--- src/rtl/fpu_pkg.sv ---
// Shared constants and FSM state type for the single-precision add back end.
package fpu_pkg;

    localparam int EXP_BIAS = 127;
    localparam int EXP_MAX  = 255;
    localparam int FRAC_W   = 26;

    typedef enum logic [1:0] {
        ST_IDLE  = 2'd0,
        ST_NORM  = 2'd1,
        ST_ROUND = 2'd2,
        ST_DONE  = 2'd3
    } state_t;

endpackage

--- src/rtl/leading_one_detect.sv ---
// Combinational leading-one detector: index of the most significant set bit.
module leading_one_detect #(
    parameter int W     = 26,
    parameter int IDX_W = 5
) (
    input  logic [W-1:0]     i_data,
    output logic [IDX_W-1:0] o_idx,
    output logic             o_zero
);

    // Scan upward so the highest set bit is the last one to win.
    always_comb begin
        o_idx = '0;
        for (int i = 0; i < W; i++) begin
            if (i_data[i]) o_idx = IDX_W'(i);
        end
    end

    assign o_zero = ~|i_data;

endmodule

--- src/rtl/add_normalize_round.sv ---
// Normalize and round-to-nearest-even a raw adder sum into a packed float.
// Accept -> NORM -> ROUND -> DONE. out_valid is registered one cycle into DONE
// so the result appears exactly three edges after the accepting edge.
module add_normalize_round #(
    parameter int EXP_W  = 8,
    parameter int FRAC_W = fpu_pkg::FRAC_W
) (
    input  logic                  CLK,
    input  logic                  nRST,
    input  logic                  in_valid,
    output logic                  in_ready,
    input  logic                  sign_in,
    input  logic [EXP_W-1:0]      exp_in,
    input  logic [FRAC_W:0]       frac_in,
    output logic                  out_valid,
    input  logic                  out_ready,
    output logic [EXP_W+FRAC_W-3:0] fp_out,
    output logic                  overflow,
    output logic                  underflow,
    output logic                  inexact
);
    import fpu_pkg::*;

    // Mantissa bits: hidden bit and two guard bits removed from the aligned fraction.
    localparam int MW    = FRAC_W - 3;
    // Two extra exponent bits give headroom for +carry and for negative results.
    localparam int XW    = EXP_W + 2;
    localparam int IDX_W = $clog2(FRAC_W);
    localparam logic signed [XW-1:0] EXP_MAX_X = XW'(EXP_MAX);

    state_t                  r_state;
    state_t                  w_next;
    logic                    r_sign;
    logic signed [XW-1:0]    r_exp;
    logic [FRAC_W:0]         r_frac;
    logic                    r_zero;
    logic [EXP_W+MW:0]       r_fp_out;
    logic                    r_ovf;
    logic                    r_unf;
    logic                    r_inx;
    logic                    r_out_valid;

    logic [IDX_W-1:0]        w_lod_idx;
    logic                    w_lod_zero;
    logic [IDX_W-1:0]        w_shamt;
    logic [FRAC_W-1:0]       w_norm_frac;
    logic signed [XW-1:0]    w_norm_exp;
    logic                    w_norm_zero;

    logic                    w_guard;
    logic                    w_sticky;
    logic                    w_inc;
    logic [MW:0]             w_mant_sum;
    logic signed [XW-1:0]    w_exp_rnd;
    logic [EXP_W+MW:0]       w_res_fp;
    logic                    w_res_ovf;
    logic                    w_res_unf;
    logic                    w_res_inx;

    leading_one_detect #(
        .W     (FRAC_W),
        .IDX_W (IDX_W)
    ) u_lod (
        .i_data (r_frac[FRAC_W-1:0]),
        .o_idx  (w_lod_idx),
        .o_zero (w_lod_zero)
    );

    assign w_shamt     = IDX_W'(FRAC_W - 1) - w_lod_idx;
    assign w_norm_zero = w_lod_zero && !r_frac[FRAC_W];

    // Normalize: carry-out shifts right keeping sticky, otherwise shift the leading one up to the hidden bit.
    always_comb begin
        w_norm_frac = r_frac[FRAC_W-1:0] << w_shamt;
        w_norm_exp  = r_exp - $signed({{(XW-IDX_W){1'b0}}, w_shamt});
        if (r_frac[FRAC_W]) begin
            w_norm_frac = {r_frac[FRAC_W:2], r_frac[1] | r_frac[0]};
            w_norm_exp  = r_exp + $signed(XW'(1));
        end
    end

    assign w_guard    = r_frac[1];
    assign w_sticky   = r_frac[0];
    assign w_inc      = w_guard && (w_sticky || r_frac[2]);
    assign w_mant_sum = {1'b0, r_frac[FRAC_W-2:2]} + (MW+1)'(w_inc);
    // A rounding carry leaves the mantissa field all-zero and bumps the exponent.
    assign w_exp_rnd  = r_exp + $signed({{(XW-1){1'b0}}, w_mant_sum[MW]});

    // Round-to-nearest-even result with overflow to infinity and flush-to-zero underflow.
    always_comb begin
        w_res_fp  = {r_sign, w_exp_rnd[EXP_W-1:0], w_mant_sum[MW-1:0]};
        w_res_ovf = 1'b0;
        w_res_unf = 1'b0;
        w_res_inx = w_guard | w_sticky;
        if (r_zero) begin
            w_res_fp  = '0;
            w_res_inx = 1'b0;
        end else if (!w_exp_rnd[XW-1] && (w_exp_rnd >= EXP_MAX_X)) begin
            w_res_fp  = {r_sign, {EXP_W{1'b1}}, {MW{1'b0}}};
            w_res_ovf = 1'b1;
            w_res_inx = 1'b1;
        end else if (w_exp_rnd[XW-1] || (w_exp_rnd == '0)) begin
            w_res_fp  = {r_sign, {(EXP_W+MW){1'b0}}};
            w_res_unf = 1'b1;
            w_res_inx = 1'b1;
        end
    end

    // State register; reset abandons any operand in flight.
    always_ff @(posedge CLK) begin
        if (!nRST) r_state <= ST_IDLE;
        else       r_state <= w_next;
    end

    // Next state: fixed walk through NORM and ROUND, hold DONE until the output handshake.
    always_comb begin
        w_next = r_state;
        case (r_state)
            ST_IDLE:  if (in_valid) w_next = ST_NORM;
            ST_NORM:  w_next = ST_ROUND;
            ST_ROUND: w_next = ST_DONE;
            ST_DONE:  if (r_out_valid && out_ready) w_next = ST_IDLE;
            default:  w_next = ST_IDLE;
        endcase
    end

    // Datapath registers: capture, normalize, round, then present the result.
    always_ff @(posedge CLK) begin
        if (!nRST) begin
            r_sign      <= 1'b0;
            r_exp       <= '0;
            r_frac      <= '0;
            r_zero      <= 1'b0;
            r_fp_out    <= '0;
            r_ovf       <= 1'b0;
            r_unf       <= 1'b0;
            r_inx       <= 1'b0;
            r_out_valid <= 1'b0;
        end else begin
            case (r_state)
                ST_IDLE: begin
                    if (in_valid) begin
                        r_sign <= sign_in;
                        r_exp  <= $signed({{(XW-EXP_W){1'b0}}, exp_in});
                        r_frac <= frac_in;
                    end
                end
                ST_NORM: begin
                    r_frac <= {1'b0, w_norm_frac};
                    r_exp  <= w_norm_exp;
                    r_zero <= w_norm_zero;
                end
                ST_ROUND: begin
                    r_fp_out <= w_res_fp;
                    r_ovf    <= w_res_ovf;
                    r_unf    <= w_res_unf;
                    r_inx    <= w_res_inx;
                end
                ST_DONE: begin
                    r_out_valid <= !(r_out_valid && out_ready);
                end
                default: ;
            endcase
        end
    end

    assign in_ready  = nRST && (r_state == ST_IDLE);
    assign out_valid = r_out_valid;
    assign fp_out    = r_fp_out;
    assign overflow  = r_ovf;
    assign underflow = r_unf;
    assign inexact   = r_inx;

endmodule

--- config.mk ---
export PLATFORM = sky130hd
export DESIGN_NAME = add_normalize_round
export DESIGN_NICKNAME = d
export VERILOG_FILES = /design/src/rtl/fpu_pkg.sv /design/src/rtl/leading_one_detect.sv /design/src/rtl/add_normalize_round.sv
export SDC_FILE = /design/constraint.sdc
export NUM_CORES = 1
export LEC_CHECK = 0
export CAP_MARGIN = 20
export CORE_UTILIZATION = 50
export CTS_BUF_LIST = sky130_fd_sc_hd__clkbuf_4 sky130_fd_sc_hd__clkbuf_8 sky130_fd_sc_hd__clkbuf_16
export DETAILED_ROUTE_END_ITERATION = 10
export GPL_ROUTABILITY_DRIVEN = 0
export PLACE_DENSITY_LB_ADDON = 0.25
export SYNTH_ARGS = -nofsm -noshare
export SYNTH_HDL_FRONTEND = slang
export SYNTH_SLANG_ARGS = --single-unit
--- constraint.sdc ---
create_clock -name CLK -period 13.3 [get_ports CLK]
set_clock_uncertainty 0.15 [all_clocks]
set_input_delay 1.33 -clock CLK [delete_from_list [all_inputs] [get_ports CLK]]
set_output_delay 1.33 -clock CLK [all_outputs]
set_load 0.005 [all_outputs]
==> flow_summary.ini, run 1 <==
[run_status]
status = completed

[sta]
slew_violations = 0
rsz0062_at_grt = no
fmax_mhz = 152
worst_pin_slew_ps = 1110
finalCritPeriodShare = 0.493
hold_violations = 0
final.min_clock_period_ps = 6560
finalSetupTns_ps = 0
relSlewSlack = 0.243
setup_viol = 0

[clock_tree]
path_clk_slew_ps = 60
cts.repair.resized = 0
htree_levels = 3
root_buffer = clkbuf_16
cts.sinks = 77
clk_path_buf_depth = 2
clk_latency_ps = 350
hold_buffers = 0
post-cts-setup-buffer-count = 0
cts-buffers-inserted = 9
cts_tree = built

[drt]
num_vias = 7351
detail_route.drc_violations = 0
wl_per_cell_um = 21.6
ant_nets = 0
dr.pass1.iters = 8
dr.first_iter.drc_count = 938
postRouteWirelength_mm = 23.6
vias_per_cell = 6.75

[critical_path]
path_cells = or4_4 -> a21o_4 -> o21a_1 -> nor2_1 -> inv_1 -> ha_1 -> clkinv_1 -> and3_1 -> ha_1 -> nor2b_1 -> ha_1 -> nand2_1 -> o21ai_0 -> o41ai_1 -> o21ai_0 -> xnor2_1 -> mux2i_1 -> a21oi_1
cpMostUsedCell = ha_1
reg2reg_from = r_frac[16]
start_kind = flop
ff2ff_setup_slack_ps = 6740
cp_max_fo = 23
critical_path_class = reg -> reg
critPathMaxStageDelay_ps = 870
worst-r2r-cell-count = 18
end_kind = flop
critPathLaunch = r_frac[16]
cp_slowest_cell = ha_1
r2r_end = r_exp[9]
cp.required_ps = 13360
critical_path_arrival_ps = 6630

[global_route]
grt_max_degree = 52
grt_pass1_vias = 6471
grt_pass1_wl_mm = 36.8
grt_remaining_overflow = 0
grt_usage = 0.329
antenna_found_initial = 0

[yosys]
synth_area_leaders = dfxtp_1, mux2i_1, nor2_1
ys_types = 81
synth_edf_count = 0
synth.largest_area_cell = dfxtp_1
syn-cell-area_mm2 = 0.00694
postSynthAreaPerCell_um2 = 7.73
synth_fp_nets = 960
synth_top_area_share = 0.222
synth-seq-cells = 77
synthCells = 898
synth_flop_cell = dfxtp_1
yosysWarnings = 0
seq_area_frac_synth = 0.222
synth-async-reset-ratio = 0

[placed_design]
placed_cell_area_mm2 = 0.00762
io_buffers = 76
dp_hpwl_mm = 16.7

[layout]
drive_gt1_frac = 0.0909
design_area_mm2 = 0.00796
layout.nets = 970
n_fill_cell = 1199
diodes = 0
synthToLayoutAreaGrowth_pct = 14.6
post-route-util = 0.594

[die]
start_util = 0.518
core_area_mm2 = 0.0134
die_y_um = 120
ioPinCount = 77
die_area_mm2 = 0.0144
rows = 42
die_w_um = 120

[hold_path]
hp-class = reg -> reg
hold-path-endpoint = r_sign
hold_start = r_sign
hold_depth = 2

[job]
drv_cap = 0
[registers in the layout (all words and copies together), names as in the netlist]
register,count
fp_out,32
r_frac,27
r_exp,10
r_state,2
inexact,1
out_valid,1
overflow,1
r_sign,1
r_zero,1
underflow,1
[stage by stage]
stage	hold slack (ps)	setup WS [ps]	std cells
after floorplan	286	8490	898
final	310	6740	1089
after CTS	313	6930	1088
after detailed placement	304	6980	1072
after global routing	338	6290	1089
after global placement	301	7110	1071
[synth_stat cells, drive strengths merged, types with 5 or more instances]
| cell type | count |
|---|---|
| a22o | 21 |
| o221ai | 11 |
| dfxtp | 77 |
| nand3 | 26 |
| o211ai | 28 |
| mux4 | 11 |
| nor2 | 71 |
| nand4 | 6 |
| nand2 | 70 |
| or2 | 10 |
| and2 | 26 |
| xnor2 | 21 |
| nor2b | 10 |
| xor2 | 14 |
| mux2 | 12 |
| clkbuf | 60 |
| nor3 | 46 |
| a211oi | 13 |
| nand2b | 7 |
| a2111oi | 12 |
| o2bb2ai | 6 |
| a211o | 7 |
| a311oi | 5 |
| inv | 29 |
| o21a | 5 |
| and3 | 23 |
| mux2i | 28 |
| a221oi | 8 |
| buf | 32 |
| nor4 | 11 |
| a21oi | 51 |
| a31oi | 7 |
| ha | 21 |
| o211a | 9 |
| a21boi | 6 |
| or4 | 6 |
| o21ai | 39 |
[per-layer routing]
metal  share of wire  global-route usage
met3            0.12              0.0875
met4           0.041               0.127
met2            0.42               0.473
met1            0.42               0.467
met5               0                   0
[critical path, delay by kind of cell, from the launching register on]
kind / cells / cell delay (ps)
muxes: 1 / 220
buffers and inverters: 2 / 930
xor gates and xnor gates: 1 / 210
adders and majority gates: 3 / 1480
AOI/OAI and AO/OA: 6 / 1430
DFF: 1 / 480
and+or+nand+nor: 5 / 1500
[final cells by class]
class	instances	area, µm²	share of cell area
multi-input cells	698	4880	0.613
flip-flops and latches	77	1540	0.194
repair buffers	91	875	0.110
clock buffers	10	233	0.0293
well taps	176	220	0.0277
inverters	31	116	0.0146
clock inverters	6	93.8	0.0118
[worst max-delay path by stage]
stage | endpoint | slack (ps) | cells past startpoint
final | r_exp[9] | 6740 | 18
after global routing | r_exp[9] | 6290 | 18
after CTS | r_exp[9] | 6930 | 18
after detailed placement | r_exp[9] | 6980 | 18
after global placement | r_exp[9] | 7110 | 18
after floorplan | r_exp[8] | 8490 | 20
[placed cells by master, fill, tap and decap left out, types with 13 or more instances in the layout]
cell	Yosys	layout
xnor2_1	20	20
a21oi_1	51	51
nor3_1	42	42
mux2i_1	28	28
buf_4	3	13
o211ai_1	28	28
nand2_1	70	70
inv_1	28	28
a211oi_1	13	13
clkdlybuf4s50_1	0	76
ha_1	21	20
o21ai_0	36	36
nor2_1	71	71
nand3_1	26	26
xor2_1	14	14
and2_1	26	26
and3_1	23	23
a22o_1	21	21
dfxtp_1	77	77
[cell families (layout without fill, tap and decap cells)]
| family | after synthesis | in the layout | synth area share |
|---|---|---|---|
| simple gates | 322 | 322 | 0.236 |
| compound gates | 268 | 268 | 0.283 |
| buf+inv | 123 | 138 | 0.0761 |
| flops | 77 | 77 | 0.222 |
| mux | 51 | 51 | 0.0966 |
| xor+xnor | 35 | 35 | 0.0453 |
| fa+ha+maj | 22 | 22 | 0.0407 |
Power of run 1 is not shown: default switching activity piles up to over one toggle a cycle in this logic, so the estimate is an artifact.
==> inputs of run 2 (changes only) <==
==> constraint.sdc (replaced) <==
create_clock -name CLK -period 5.35 [get_ports CLK]
set_clock_uncertainty 0.15 [all_clocks]
set_input_delay 0.535 -clock CLK [delete_from_list [all_inputs] [get_ports CLK]]
set_output_delay 0.535 -clock CLK [all_outputs]
set_load 0.005 [all_outputs]
==> run 2 against run 1 <==
Against the previous run:
- final cell count up 2.2%
- via count up 0.41%
- sequential share of layout area down 0.39 points
- count of clock-buffer cells in the layout unchanged
- core utilization up 1.2 points
- critical endpoint is now r_exp[8]
- worst setup slack worse by 6300 ps
- maximum frequency up 35%
- wire length down 1.0%
- register-to-register slack worse by 6300 ps
- first-iteration DRC count up 1.7%
- critical path depth unchanged
- critical path type unchanged
==> flow_summary.ini, run 2 (same netlist as run 1, synthesis figures left out) <==
[clock_tree]
hold_buffers = 0
cts.repair.resized = 0
cts.sinks = 77
cts_tree = built
clk_path_buf_depth = 2
htree_levels = 3
path_clk_slew_ps = 60
clk_latency_ps = 340
root_buffer = clkbuf_16
cts-buffers-inserted = 9
post-cts-setup-buffer-count = 0

[critical_path]
cp.required_ps = 5480
cp_max_fo = 22
critical_path_class = reg -> reg
start_kind = flop
critical_path_arrival_ps = 5010
end_kind = flop

[die]
rows = 42
die_w_um = 120
start_util = 0.518
die_area_mm2 = 0.0144
ioPinCount = 77
core_area_mm2 = 0.0134
die_y_um = 120

[sta]
worst_pin_slew_ps = 936
final.min_clock_period_ps = 4880
hold_slack_ps = 311
slew_violations = 0
rsz0062_at_grt = no
hold_violations = 0
setup_viol = 0
finalCritPeriodShare = 0.912
relSlewSlack = 0.374
fmax_mhz = 205
finalSetupTns_ps = 0

[layout]
n_fill_cell = 1229
seq_area_mm2 = 0.00154
diodes = 0
layout_common_cells = dfxtp_1, clkdlybuf4s50_1, nand2_1, nor2_1, a21oi_1
final_common_cell = dfxtp_1
layout.nets = 994
largest_reg_flops = 32
drive_gt1_frac = 0.115
multi_input_area_mm2 = 0.00488
synthToLayoutAreaGrowth_pct = 17.0

[drt]
dr.pass1.iters = 5
dr.first_iter.drc_count = 954
postRouteWirelength_mm = 23.3
ant_nets = 0
vias_per_cell = 6.63
detail_route.drc_violations = 0
wl_per_cell_um = 20.9
num_vias = 7381

[global_route]
grt_max_degree = 51
grt_pass1_vias = 6425
grt_usage = 0.321
use_met3 = 0.0722
grt_util_met1 = 0.447
busiest_layer = met2
grtUsageMet2 = 0.473
antenna_found_initial = 0
grt_pass1_wl_mm = 36.0
grt_remaining_overflow = 0

[placed_design]
io_buffers = 76
dp_hpwl_mm = 16.4

[hold_path]
hp-class = reg -> reg

[run_status]
status = completed

[job]
drv_cap = 0
-- run 2: area by class of cell --
class                      instances  share of cell area
tap                              176              0.0271
inverter                          31              0.0143
timing repair buffer             115               0.130
sequential                        77               0.190
clock buffer                      10              0.0287
clock inverter                     6             0.00894
multi-input combinational        698               0.601
-- run 2: metal layers --
metal	share of wire	wire length, µm	vias up
li1	-	-	3420
met1	0.42	9770	3390
met2	0.42	9890	483
met3	0.11	2650	88
met4	0.043	1010	0
met5	0	0	-
-- run 2: worst max-delay path: stages (launching register included) --
cell and delay (ps):
dfxtp_1 310, or4_4 590, a21o_4 300, o21a_1 250, nor2_2 230, inv_1 140
ha_1 320, buf_4 280, xor2_1 180, nor2_1 60, ha_1 320, nor2b_1 170
o21ai_0 130, a21boi_0 300, o21ai_0 140, a21boi_0 240, o21ai_0 140, a2111oi_0 410
a311o_1 170
-- run 2: path summary, 6_finish.rpt --
path              startpoint  depth (start not counted)  slack (ps)  endpoint
setup / recovery  r_frac[12]                         18         470  r_exp[8]
hold / removal        r_sign                          2         310    r_sign
hold reg to reg       r_sign                          2         310    r_sign
setup reg to reg  r_frac[12]                         18         470  r_exp[8]
-- run 2: metrics by stage --
stage | instance area, µm² | std cells | setup WS, ps | util
after floorplan | 6940 | 898 | 543 | -
after detailed placement | 7810 | 1097 | 492 | 0.583
final | 8120 | 1113 | 471 | 0.606
after global routing | 8120 | 1113 | 79.3 | 0.606
after CTS | 8110 | 1113 | 397 | 0.605
after global placement | 7810 | 1097 | 633 | 0.583
Power of run 2 is left out for the same reason.
